===== config.mk =====
export PLATFORM = sky130hd
export DESIGN_NAME = dmem_access_unit
export DESIGN_NICKNAME = d
export VERILOG_FILES = /design/src/rtl/dmem_access_unit.sv
export SDC_FILE = /design/constraint.sdc
export NUM_CORES = 1
export LEC_CHECK = 0
export BUFFER_PORTS_ARGS = -buffer_cell sky130_fd_sc_hd__buf_4
export CORE_MARGIN = 4
export CORE_UTILIZATION = 49
export DETAILED_ROUTE_END_ITERATION = 8
export PLACE_DENSITY_LB_ADDON = 0.2
export SYNTH_ARGS = -nofsm -noshare
export SYNTH_HDL_FRONTEND = slang
export SYNTH_SLANG_ARGS = --single-unit

===== constraint.sdc =====
create_clock -name clk -period 2.4 [get_ports clk]
set_input_delay 0.36 -clock clk [delete_from_list [all_inputs] [get_ports clk]]
set_output_delay 0.36 -clock clk [all_outputs]
set_load 0.01 [all_outputs]

===== src/rtl/dmem_access_unit.sv =====
// dmem_access_unit
//   Data-memory access sequencer between the multi-cycle control FSM and a 64-bit
//   data memory. Takes one load/store at a time, presents doubleword-aligned
//   addresses, extracts/extends load lanes, does read-modify-write for
//   sub-doubleword stores and reports misaligned accesses as faults without
//   touching memory.
//
// Ports
//   clk, reset          clock; asynchronous active-low reset
//   req_valid/ready     request handshake (ready only while idle)
//   req_we, req_size    1 = store; size 00 byte, 01 half, 10 word, 11 double
//   req_unsigned        loads: 1 zero-extend, 0 sign-extend
//   req_addr, req_wdata byte address; right-justified store data
//   resp_valid          one-cycle completion pulse
//   resp_fault          completion was a misaligned fault
//   resp_rdata          extended load data (0 for stores and faults)
//   mem_addr            doubleword-aligned address
//   mem_wr, mem_wdata   one-cycle write strobe with full doubleword data
//   mem_rdata           memory read data, valid MEM_LAT cycles after mem_addr
module dmem_access_unit #(
    parameter int unsigned MEM_LAT = 1
) (
    input  logic        clk,
    input  logic        reset,
    input  logic        req_valid,
    output logic        req_ready,
    input  logic        req_we,
    input  logic [1:0]  req_size,
    input  logic        req_unsigned,
    input  logic [63:0] req_addr,
    input  logic [63:0] req_wdata,
    output logic        resp_valid,
    output logic        resp_fault,
    output logic [63:0] resp_rdata,
    output logic [63:0] mem_addr,
    output logic        mem_wr,
    output logic [63:0] mem_wdata,
    input  logic [63:0] mem_rdata
);

    typedef enum logic [1:0] {StIdle, StRead, StWrite, StResp} state_e;

    localparam logic [1:0] LatInit = 2'(MEM_LAT - 1);

    state_e      state_q, state_d;
    logic [1:0]  cnt_q, cnt_d;
    logic        we_q, we_d;
    logic [1:0]  size_q, size_d;
    logic        uns_q, uns_d;
    logic [2:0]  off_q, off_d;
    logic [63:0] wdata_q, wdata_d;
    logic [63:0] addr_q, addr_d;
    logic [63:0] mem_wdata_q, mem_wdata_d;
    logic [63:0] rdata_q, rdata_d;
    logic        fault_q, fault_d;

    logic        misaligned;
    logic [63:0] lane_mask;
    logic [5:0]  lane_shift;
    logic [63:0] rd_shift;
    logic [63:0] load_ext;
    logic [63:0] merged;

    // Offset must be a multiple of the access size.
    always_comb begin
        misaligned = 1'b0;
        case (req_size)
            2'b00:   misaligned = 1'b0;
            2'b01:   misaligned = req_addr[0];
            2'b10:   misaligned = |req_addr[1:0];
            default: misaligned = |req_addr[2:0];
        endcase
    end

    always_comb begin
        lane_mask = '1;
        case (size_q)
            2'b00:   lane_mask = 64'h0000_0000_0000_00ff;
            2'b01:   lane_mask = 64'h0000_0000_0000_ffff;
            2'b10:   lane_mask = 64'h0000_0000_ffff_ffff;
            default: lane_mask = '1;
        endcase
    end

    assign lane_shift = {off_q, 3'b000};
    assign rd_shift   = mem_rdata >> lane_shift;

    // Selected lanes moved down to bit 0, then sign/zero-extended.
    always_comb begin
        load_ext = rd_shift;
        case (size_q)
            2'b00:   load_ext = {{56{~uns_q & rd_shift[7]}}, rd_shift[7:0]};
            2'b01:   load_ext = {{48{~uns_q & rd_shift[15]}}, rd_shift[15:0]};
            2'b10:   load_ext = {{32{~uns_q & rd_shift[31]}}, rd_shift[31:0]};
            default: load_ext = rd_shift;
        endcase
    end

    // Read-modify-write: replace only the addressed lanes, keep the rest.
    assign merged = (mem_rdata & ~(lane_mask << lane_shift))
                  | ((wdata_q & lane_mask) << lane_shift);

    always_comb begin
        state_d     = state_q;
        cnt_d       = cnt_q;
        we_d        = we_q;
        size_d      = size_q;
        uns_d       = uns_q;
        off_d       = off_q;
        wdata_d     = wdata_q;
        addr_d      = addr_q;
        mem_wdata_d = mem_wdata_q;
        rdata_d     = rdata_q;
        fault_d     = fault_q;

        unique case (state_q)
            StIdle: begin
                if (req_valid) begin
                    we_d    = req_we;
                    size_d  = req_size;
                    uns_d   = req_unsigned;
                    off_d   = req_addr[2:0];
                    wdata_d = req_wdata;
                    addr_d  = {req_addr[63:3], 3'b000};
                    if (misaligned) begin
                        state_d = StResp;
                        fault_d = 1'b1;
                        rdata_d = '0;
                    end else if (req_we && (req_size == 2'b11)) begin
                        // Full doubleword store needs no read.
                        state_d     = StWrite;
                        mem_wdata_d = req_wdata;
                    end else begin
                        state_d = StRead;
                        cnt_d   = LatInit;
                    end
                end
            end
            StRead: begin
                if (cnt_q == 2'd0) begin
                    if (we_q) begin
                        mem_wdata_d = merged;
                        state_d     = StWrite;
                    end else begin
                        rdata_d = load_ext;
                        fault_d = 1'b0;
                        state_d = StResp;
                    end
                end else begin
                    cnt_d = cnt_q - 2'd1;
                end
            end
            StWrite: begin
                fault_d = 1'b0;
                rdata_d = '0;
                state_d = StResp;
            end
            StResp: begin
                state_d = StIdle;
            end
        endcase
    end

    always_ff @(posedge clk or negedge reset) begin
        if (!reset) begin
            state_q     <= StIdle;
            cnt_q       <= '0;
            we_q        <= 1'b0;
            size_q      <= '0;
            uns_q       <= 1'b0;
            off_q       <= '0;
            wdata_q     <= '0;
            addr_q      <= '0;
            mem_wdata_q <= '0;
            rdata_q     <= '0;
            fault_q     <= 1'b0;
        end else begin
            state_q     <= state_d;
            cnt_q       <= cnt_d;
            we_q        <= we_d;
            size_q      <= size_d;
            uns_q       <= uns_d;
            off_q       <= off_d;
            wdata_q     <= wdata_d;
            addr_q      <= addr_d;
            mem_wdata_q <= mem_wdata_d;
            rdata_q     <= rdata_d;
            fault_q     <= fault_d;
        end
    end

    // Strobes decode straight from state so an async reset drops them at once.
    assign req_ready  = (state_q == StIdle);
    assign resp_valid = (state_q == StResp);
    assign mem_wr     = (state_q == StWrite);
    assign resp_fault = fault_q;
    assign resp_rdata = rdata_q;
    assign mem_addr   = addr_q;
    assign mem_wdata  = mem_wdata_q;

endmodule


==> results by group, run 1 <==
Clocking
  • H-Tree Depth: 1
  • Clk sinks: ~270
  • Root buf cell: clkbuf_16
  • Post-CTS Setup Repair Bufs: 0
  • Clock Pin Slew Worst Setup and Hold Paths: 0.06 ns
  • Clock buffer depth: 3
  • CTS tree: done
  • Total CTS buffers: 29
  • Clk Latency, worst-skew pair: ~0.56 ns

Worst setup path
  • CP arrival: ~2.8 ns
  • CP Max Fanout: 58
  • WP buf/inv: 3
  • Reg2Reg Capture Point: mem_wdata[62]
  • Reg2reg path depth: 7
  • Worst R2R Start: off_q[1]
  • Cell family contributing the most delay on the critical path: buffers and inverters
  • Crit. End Element: flip-flop
  • CP most frequent cell: buf_4
  • CP Class: reg2reg
  • Worst stage delay on the critical path: 0.48 ns
  • CP Launch Type: flip-flop
  • Critical-path cell list: buf_12, buf_4, mux2i_1, o22ai_1, a2111oi_0, buf_4, o31ai_1
  • CP max-delay cell: dfrtp_4
  • Worst reg2reg setup slack: -0.0006 ns
  • Data required time of the worst path: about 2.8 ns

Global route
  • First-pass GRT wire length: between 90 and 100 mm
  • Largest net degree at the start of global routing: 73
  • Grt ovf: 0
  • Number of global-route vias before repair: between 15000 and 20000
  • All-layer global routing usage: a little under two fifths
  • Antenna violations before repair: 2

Routing
  • Drt pass-1 iters: 8
  • DR vias/cell: roughly 6.3
  • Drt drc: 0
  • Vias: around 15000
  • Average wire per standard cell: around 27 microns
  • Routed WL: about 64 mm
  • Post-route antenna net violation count: 0
  • Initial DRC count: about 1600

Floorplan
  • Die ar.: about 33000 sq um
  • Die Wd: 183 microns
  • Site Rows: 63
  • Die Y: approximately 180 microns
  • CORE AREA: roughly 30000 sq um
  • Number of I/O pins: 395
  • Initial Util: roughly half

Layout
  • # diodes: 0
  • Final #Nets: around 2200
  • Fill cell count: ~2400
  • Syn-to-layout area delta: 34.9%
  • Commonest cells after routing, fill and taps aside: buf_4 (514), dfrtp_1 (262), nand2_1 (185), mux2_2 (148), o21ai_0 (118)
  • Share of layout cells above drive strength 1: roughly two fifths
  • Final std cells w/o fill: ~2400
  • Most common cell after layout, fill and taps aside: buf_4
  • Design Area, Final: ~20000 sq um
  • Util after Layout: 67.4%

Timing
  • Clock skew: around 0.018 ns
  • Fin worst setup slack: -0.000643 ns
  • RSZ-0062 raised after global routing: no
  • Min Tclk post-route: between 2 and 2.5 ns
  • Setup violations, final: 1
  • Period utilisation layout: 100%
  • Slew @ Worst Pin: just under 0.7 ns
  • Final max-slew violation count: 0
  • Fmax achieved: between 400 and 500 MHz
  • Final TNS setup: -0.000643 ns
  • Hold Vio Cnt, Final: 0
  • Hold WS: roughly 0.024 ns
  • Worst slew margin: between 50 and 60%

Yosys
  • Flops & latches, synth: about 270
  • Post-synthesis adder-cell area fraction: less than 1%
  • Synth Area in Simple Gates: between 10 and 15%
  • Post-synth EDFFs: 0
  • Largest family of logic cells by synthesized area: compound AO/OA/AOI/OAI gates
  • Count of cell types in the netlist: 64
  • Post-Syn Area: 14900 sq um
  • Sequential-to-total area share from yosys stat: between 40% and 50%
  • Yosys warns: 0
  • Mapped Cells: 1530
  • FFs w/ async S/R, synth: 100%
  • Mapped Avg Cell Area: 9.76 sq um
  • Top FF cell, synth: dfrtp_1
  • Synth Area in Compound Gates: 22.5%
  • Mux cell area share after synthesis: between 15 and 20%
  • Synth Area in XOR/XNOR: 0%

Hold path
  • WHS Endpoint: mem_addr[13]
  • Min-Delay Path Class: in2reg
  • Worst Hold Depth: 2
  • Hold Crit Start: req_addr[13]

Flow run
  • Maxcap violations: 0

Placed design
  • Detailed Place HPWL: around 49 mm
  • Placed Instances: 2316
  • IO buf count: about 390
  • Final GP Congestion: slightly above 1
  • Placement Cell Area: 19000 sq um

Power and ir drop
  • Max VDD drop: just over 900 uV
  • Power Density: between 1500 and 2000 nW/um^2
  • LEAKAGE: roughly 9.4 nW

Outcome
  • Violated checks: setup timing
  • Status: finished with violations
## registers in the layout (all words and copies together), names as in the netlist, 2 cells and up
signal,flops
mem_wdata,64
resp_rdata,64
wdata_q,64
mem_addr,61
off_q,3
cnt_q,2
size_q,2
state_q,2
## repair_timing
action,in CTS,in global routing
endpoints found under the hold margin,63,0
setup endpoints to repair,28,33
resized for setup,1,7
pin swaps,0,1
cloned,0,0
hold buffers,1,0
## per-stage QoR
step / total power, mW / worst slack [ns]
2_1_floorplan: 17.7 / 0.103
3_3_place_gp: 25.6 / 0.0443
3_5_place_dp: 25.9 / -0.0338
4_1_cts: 30.9 / 0.0661
5_1_grt: 32.8 / 0.00256
6_report: 31.3 / -0.000643
## final cells by class
cell class / instances / area, sq um / area share, %
multi-input combinational: 1117 / 7710 / 38.3
sequential: 265 / 6640 / 33.0
timing repair buffer: 532 / 4200 / 20.8
clock buffer: 36 / 812 / 4.03
tap: 390 / 488 / 2.42
clock inverter: 18 / 240 / 1.19
inverter: 13 / 48.8 / 0.242
## synth_stat cells, drive strengths merged (9+ instances only)
master / count / area (sq um)
a21o: 14 / 105
o21ai: 150 / 863
nand3: 31 / 155
nand2: 187 / 702
a22o: 11 / 96.3
mux2: 148 / 1670
nand3b: 10 / 75.1
clkbuf: 86 / 323
a222oi: 9 / 90.1
dfrtp: 265 / 6630
nor2b: 18 / 113
a211oi: 19 / 143
a31oi: 21 / 131
a221oi: 19 / 173
a21oi: 113 / 566
o22ai: 30 / 188
mux2i: 82 / 821
nor2: 82 / 310
o31ai: 38 / 295
or2: 9 / 56.3
buf: 51 / 284
a221o: 16 / 160
inv: 13 / 48.8
o211ai: 9 / 67.6
## where the power goes
| part | internal, mW | switching [mW] | total, mW |
|---|---|---|---|
| Clock | 2.95 | 1.93 | 4.88 |
| Combinational | 7.90 | 10.2 | 18.1 |
| Sequential | 6.47 | 1.85 | 8.32 |
## worst max path at each step
stage                     slack [ns]              to        from  depth (start not counted)
after floorplan                 0.10    mem_wdata[0]  state_q[1]                         10
after global placement          0.04  resp_rdata[48]    off_q[0]                          7
after detailed placement       -0.03  resp_rdata[52]    off_q[0]                          7
after CTS                       0.07   mem_wdata[54]    off_q[1]                          8
after global routing           0.003   mem_wdata[62]    off_q[1]                          7
final                        -0.0006   mem_wdata[62]    off_q[1]                          7
## routing by layer
metal  vias up  track usage, %  part of all wire, %
li1       6489               -                    -
met1      7319            49.6                   39
met2      1043            58.0                   45
met3       175            8.41                   11
met4         0            14.9                  4.8
met5         -               0                    0
## kinds of logic after synthesis
logic type               after synthesis
buffers and inverters                150
adder cells (fa/ha/maj)                6
other                                  1
flip-flops                           265
multiplexers                         233
AND/OR/NAND/NOR                      370
AO/OA/AOI/OAI                        505
Power figures use the tool's default switching activity.
==> run 2, diff against run 1 <==
--- a/config.mk
+++ b/config.mk
@@ -9,7 +9,7 @@
 export CORE_MARGIN = 4
 export CORE_UTILIZATION = 49
 export DETAILED_ROUTE_END_ITERATION = 8
-export PLACE_DENSITY_LB_ADDON = 0.2
+export PLACE_DENSITY = 0.78
 export SYNTH_ARGS = -nofsm -noshare
 export SYNTH_HDL_FRONTEND = slang
 export SYNTH_SLANG_ARGS = --single-unit
==> run 2 against run 1 <==
The run still ends with setup timing left. Count of clock-buffer cells in the layout grew 3. Worst hold slack lost 0.011 ns. Setup slack lost 0.019 ns. Critical endpoint is now mem_wdata[48]. Largest cell class unchanged. Largest power group unchanged. Highest routed layer is now met5.
==> results by group, run 2 (same netlist as run 1, synthesis figures left out) <==
Global route
  • First-pass GRT wire length: 95.1 mm
  • Antenna violations before repair: 3
  • All-layer global routing usage: 37.2%
  • Number of global-route vias before repair: 15265
  • Largest net degree at the start of global routing: 65
  • Grt ovf: 0

Floorplan
  • Initial Util: between 40 and 50%
  • CORE AREA: roughly 30000 sq um
  • Number of I/O pins: around 400
  • Site Rows: between 60 and 70
  • Die ar.: about 33000 sq um
  • Die Y: between 150 and 200 microns
  • Die Wd: roughly 180 microns

Power and ir drop
  • Internal power: 17.7 mW
  • LEAKAGE: 9.52 nW
  • Switching power total: around 14 mW
  • Clock Power Share: between 10% and 20%
  • Power Density: around 1600 nW/um^2
  • Max VDD drop: roughly 970 uV
  • Comb pwr share: between 50% and 60%
  • Flop pwr share: 26.1%
  • Sw Share: between 40% and 50%

Layout
  • Most common cell after layout, fill and taps aside: buf_4
  • FF+latch area: about 6600 sq um
  • Fill cell count: 2287
  • Commonest cells after routing, fill and taps aside: buf_4 (524), dfrtp_1 (262), nand2_1 (185), mux2_2 (148), o21ai_0 (118)
  • Syn-to-layout area delta: 37.1%
  • Area of the multi-input gates: between 7000 and 8000 sq um
  • Share of layout cells above drive strength 1: 40.7%
  • Final #Nets: ~2200

Clocking
  • Clock buffer depth: 3
  • CTS tree: done
  • Clk sinks: around 270
  • Clock Pin Slew Worst Setup and Hold Paths: 0.08 ns
  • H-Tree Depth: 1
  • Clk Latency, worst-skew pair: roughly 0.6 ns
  • Root buf cell: clkbuf_16
  • Total CTS buffers: 29

Routing
  • Routed WL: about 65 mm
  • DR vias/cell: 6.33
  • Vias: between 15000 and 20000
  • Drt drc: 0
  • Average wire per standard cell: ~27 microns
  • Post-route antenna net violation count: 0
  • Drt pass-1 iters: 8
  • Initial DRC count: 1806

Worst setup path
  • Data required time of the worst path: around 2.9 ns
  • Worst reg2reg setup slack: -0.02 ns
  • Crit. End Element: flip-flop
  • CP arrival: 2.87 ns
  • Worst R2R Start: off_q[0]
  • Reg2reg path depth: 8
  • CP Launch Type: flip-flop
  • CP Class: reg2reg
  • CP Max Fanout: 7
  • Reg2Reg Capture Point: mem_wdata[48]

Timing
  • Slew @ Worst Pin: 0.599 ns
  • Fmax achieved: just over 400 MHz
  • Hold WS: around 0.014 ns
  • Hold Vio Cnt, Final: 0
  • Worst slew margin: between 60% and 70%
  • Final max-slew violation count: 0
  • Clock skew: 0.0263 ns
  • Fin worst setup slack: -0.0194 ns
  • Min Tclk post-route: between 2 and 2.5 ns
  • Period utilisation layout: 101%
  • RSZ-0062 raised after global routing: no
  • Setup violations, final: 1

Placed design
  • Final GP Congestion: slightly above 1
  • Setup slack at placement: approximately 0.036 ns
  • Detailed Place HPWL: between 40 and 50 mm
  • IO buf count: about 400

Hold path
  • Min-Delay Path Class: in2reg
  • WHS Endpoint: wdata_q[52]
  • Worst Hold Depth: 2
  • Hold Crit Start: req_wdata[52]

Outcome
  • Status: finished with violations
  • Violated checks: setup timing

Flow run
  • Maxcap violations: 0
[run 2: how the worst max path moves through the flow]
stage | startpoint | end | slack [ns] | cells past startpoint
2_1_floorplan | state_q[1] | mem_wdata[0] | 0.10 | 10
3_3_place_gp | off_q[1] | mem_wdata[33] | -0.02 | 8
3_5_place_dp | off_q[1] | resp_rdata[63] | 0.04 | 8
6_report | off_q[0] | mem_wdata[48] | -0.02 | 8
5_1_grt | off_q[0] | resp_rdata[12] | 0.003 | 7
4_1_cts | off_q[1] | resp_rdata[63] | 0.01 | 8
[run 2: per-layer routing]
metal	part of all wire, %	vias to the layer above	GRT usage (%)	wire length [microns]
li1	-	6548	-	-
met1	37	7407	46.9	24000
met2	48	977	62.8	31200
met3	9.5	216	7.63	6200
met4	5.4	2	15.4	3500
met5	0.011	-	0	7
[run 2: what timing repair did]
| item | CTS | global route |
|---|---|---|
| cloned | 0 | 3 |
| setup endpoints to repair | 3 | 76 |
| endpoints found under the hold margin | 58 | 0 |
| hold buffers | 1 | 0 |
| pin swaps | 0 | 5 |
| gates resized for setup | 1 | 12 |
| setup buffers | 0 | 11 |
[run 2: metrics by stage]
| stage | power [mW] | cell area (sq um) | TNS, ns | instances | utilization (%) |
|---|---|---|---|---|---|
| final | 31.8 | 20500 | -0.0194 | 2395 | 68.5 |
| after detailed placement | 26.0 | 19200 | 0 | 2325 | 64.1 |
| after global placement | 25.7 | 19200 | -0.0162 | 2325 | 64.1 |
| after floorplan | 17.7 | 14900 | 0 | 1532 | - |
| after global routing | 33.3 | 20500 | 0 | 2395 | 68.5 |
| after CTS | 31.1 | 20200 | 0 | 2380 | 67.7 |
[run 2: critical path: stages, from the launching register on]
cell	delay (ns)
dfrtp_4	0.55
buf_4	0.17
buf_4	0.15
mux2_2	0.29
a222oi_1	0.46
nor2_1	0.14
a211oi_1	0.27
buf_4	0.20
o31ai_1	0.07
[run 2: layout make-up]
type                    instances  share of cell area [%]
multi-input cells            1117                    37.7
flip-flops and latches        265                    32.5
repair buffers                555                    22.0
clock buffers                  39                    4.12
well taps                     390                    2.39
clock inverters                15                    1.06
inverters                      13                   0.239
diodes                          1                  0.0122
[run 2: power groups by stage]
stage	logic (mW)	clock network (mW)	registers [mW]
2_1_floorplan	9.51	0	8.15
3_3_place_gp	17.6	0	8.19
3_5_place_dp	17.8	0	8.26
4_1_cts	17.9	4.93	8.22
5_1_grt	19.7	5.11	8.43
6_report	18.6	4.90	8.30
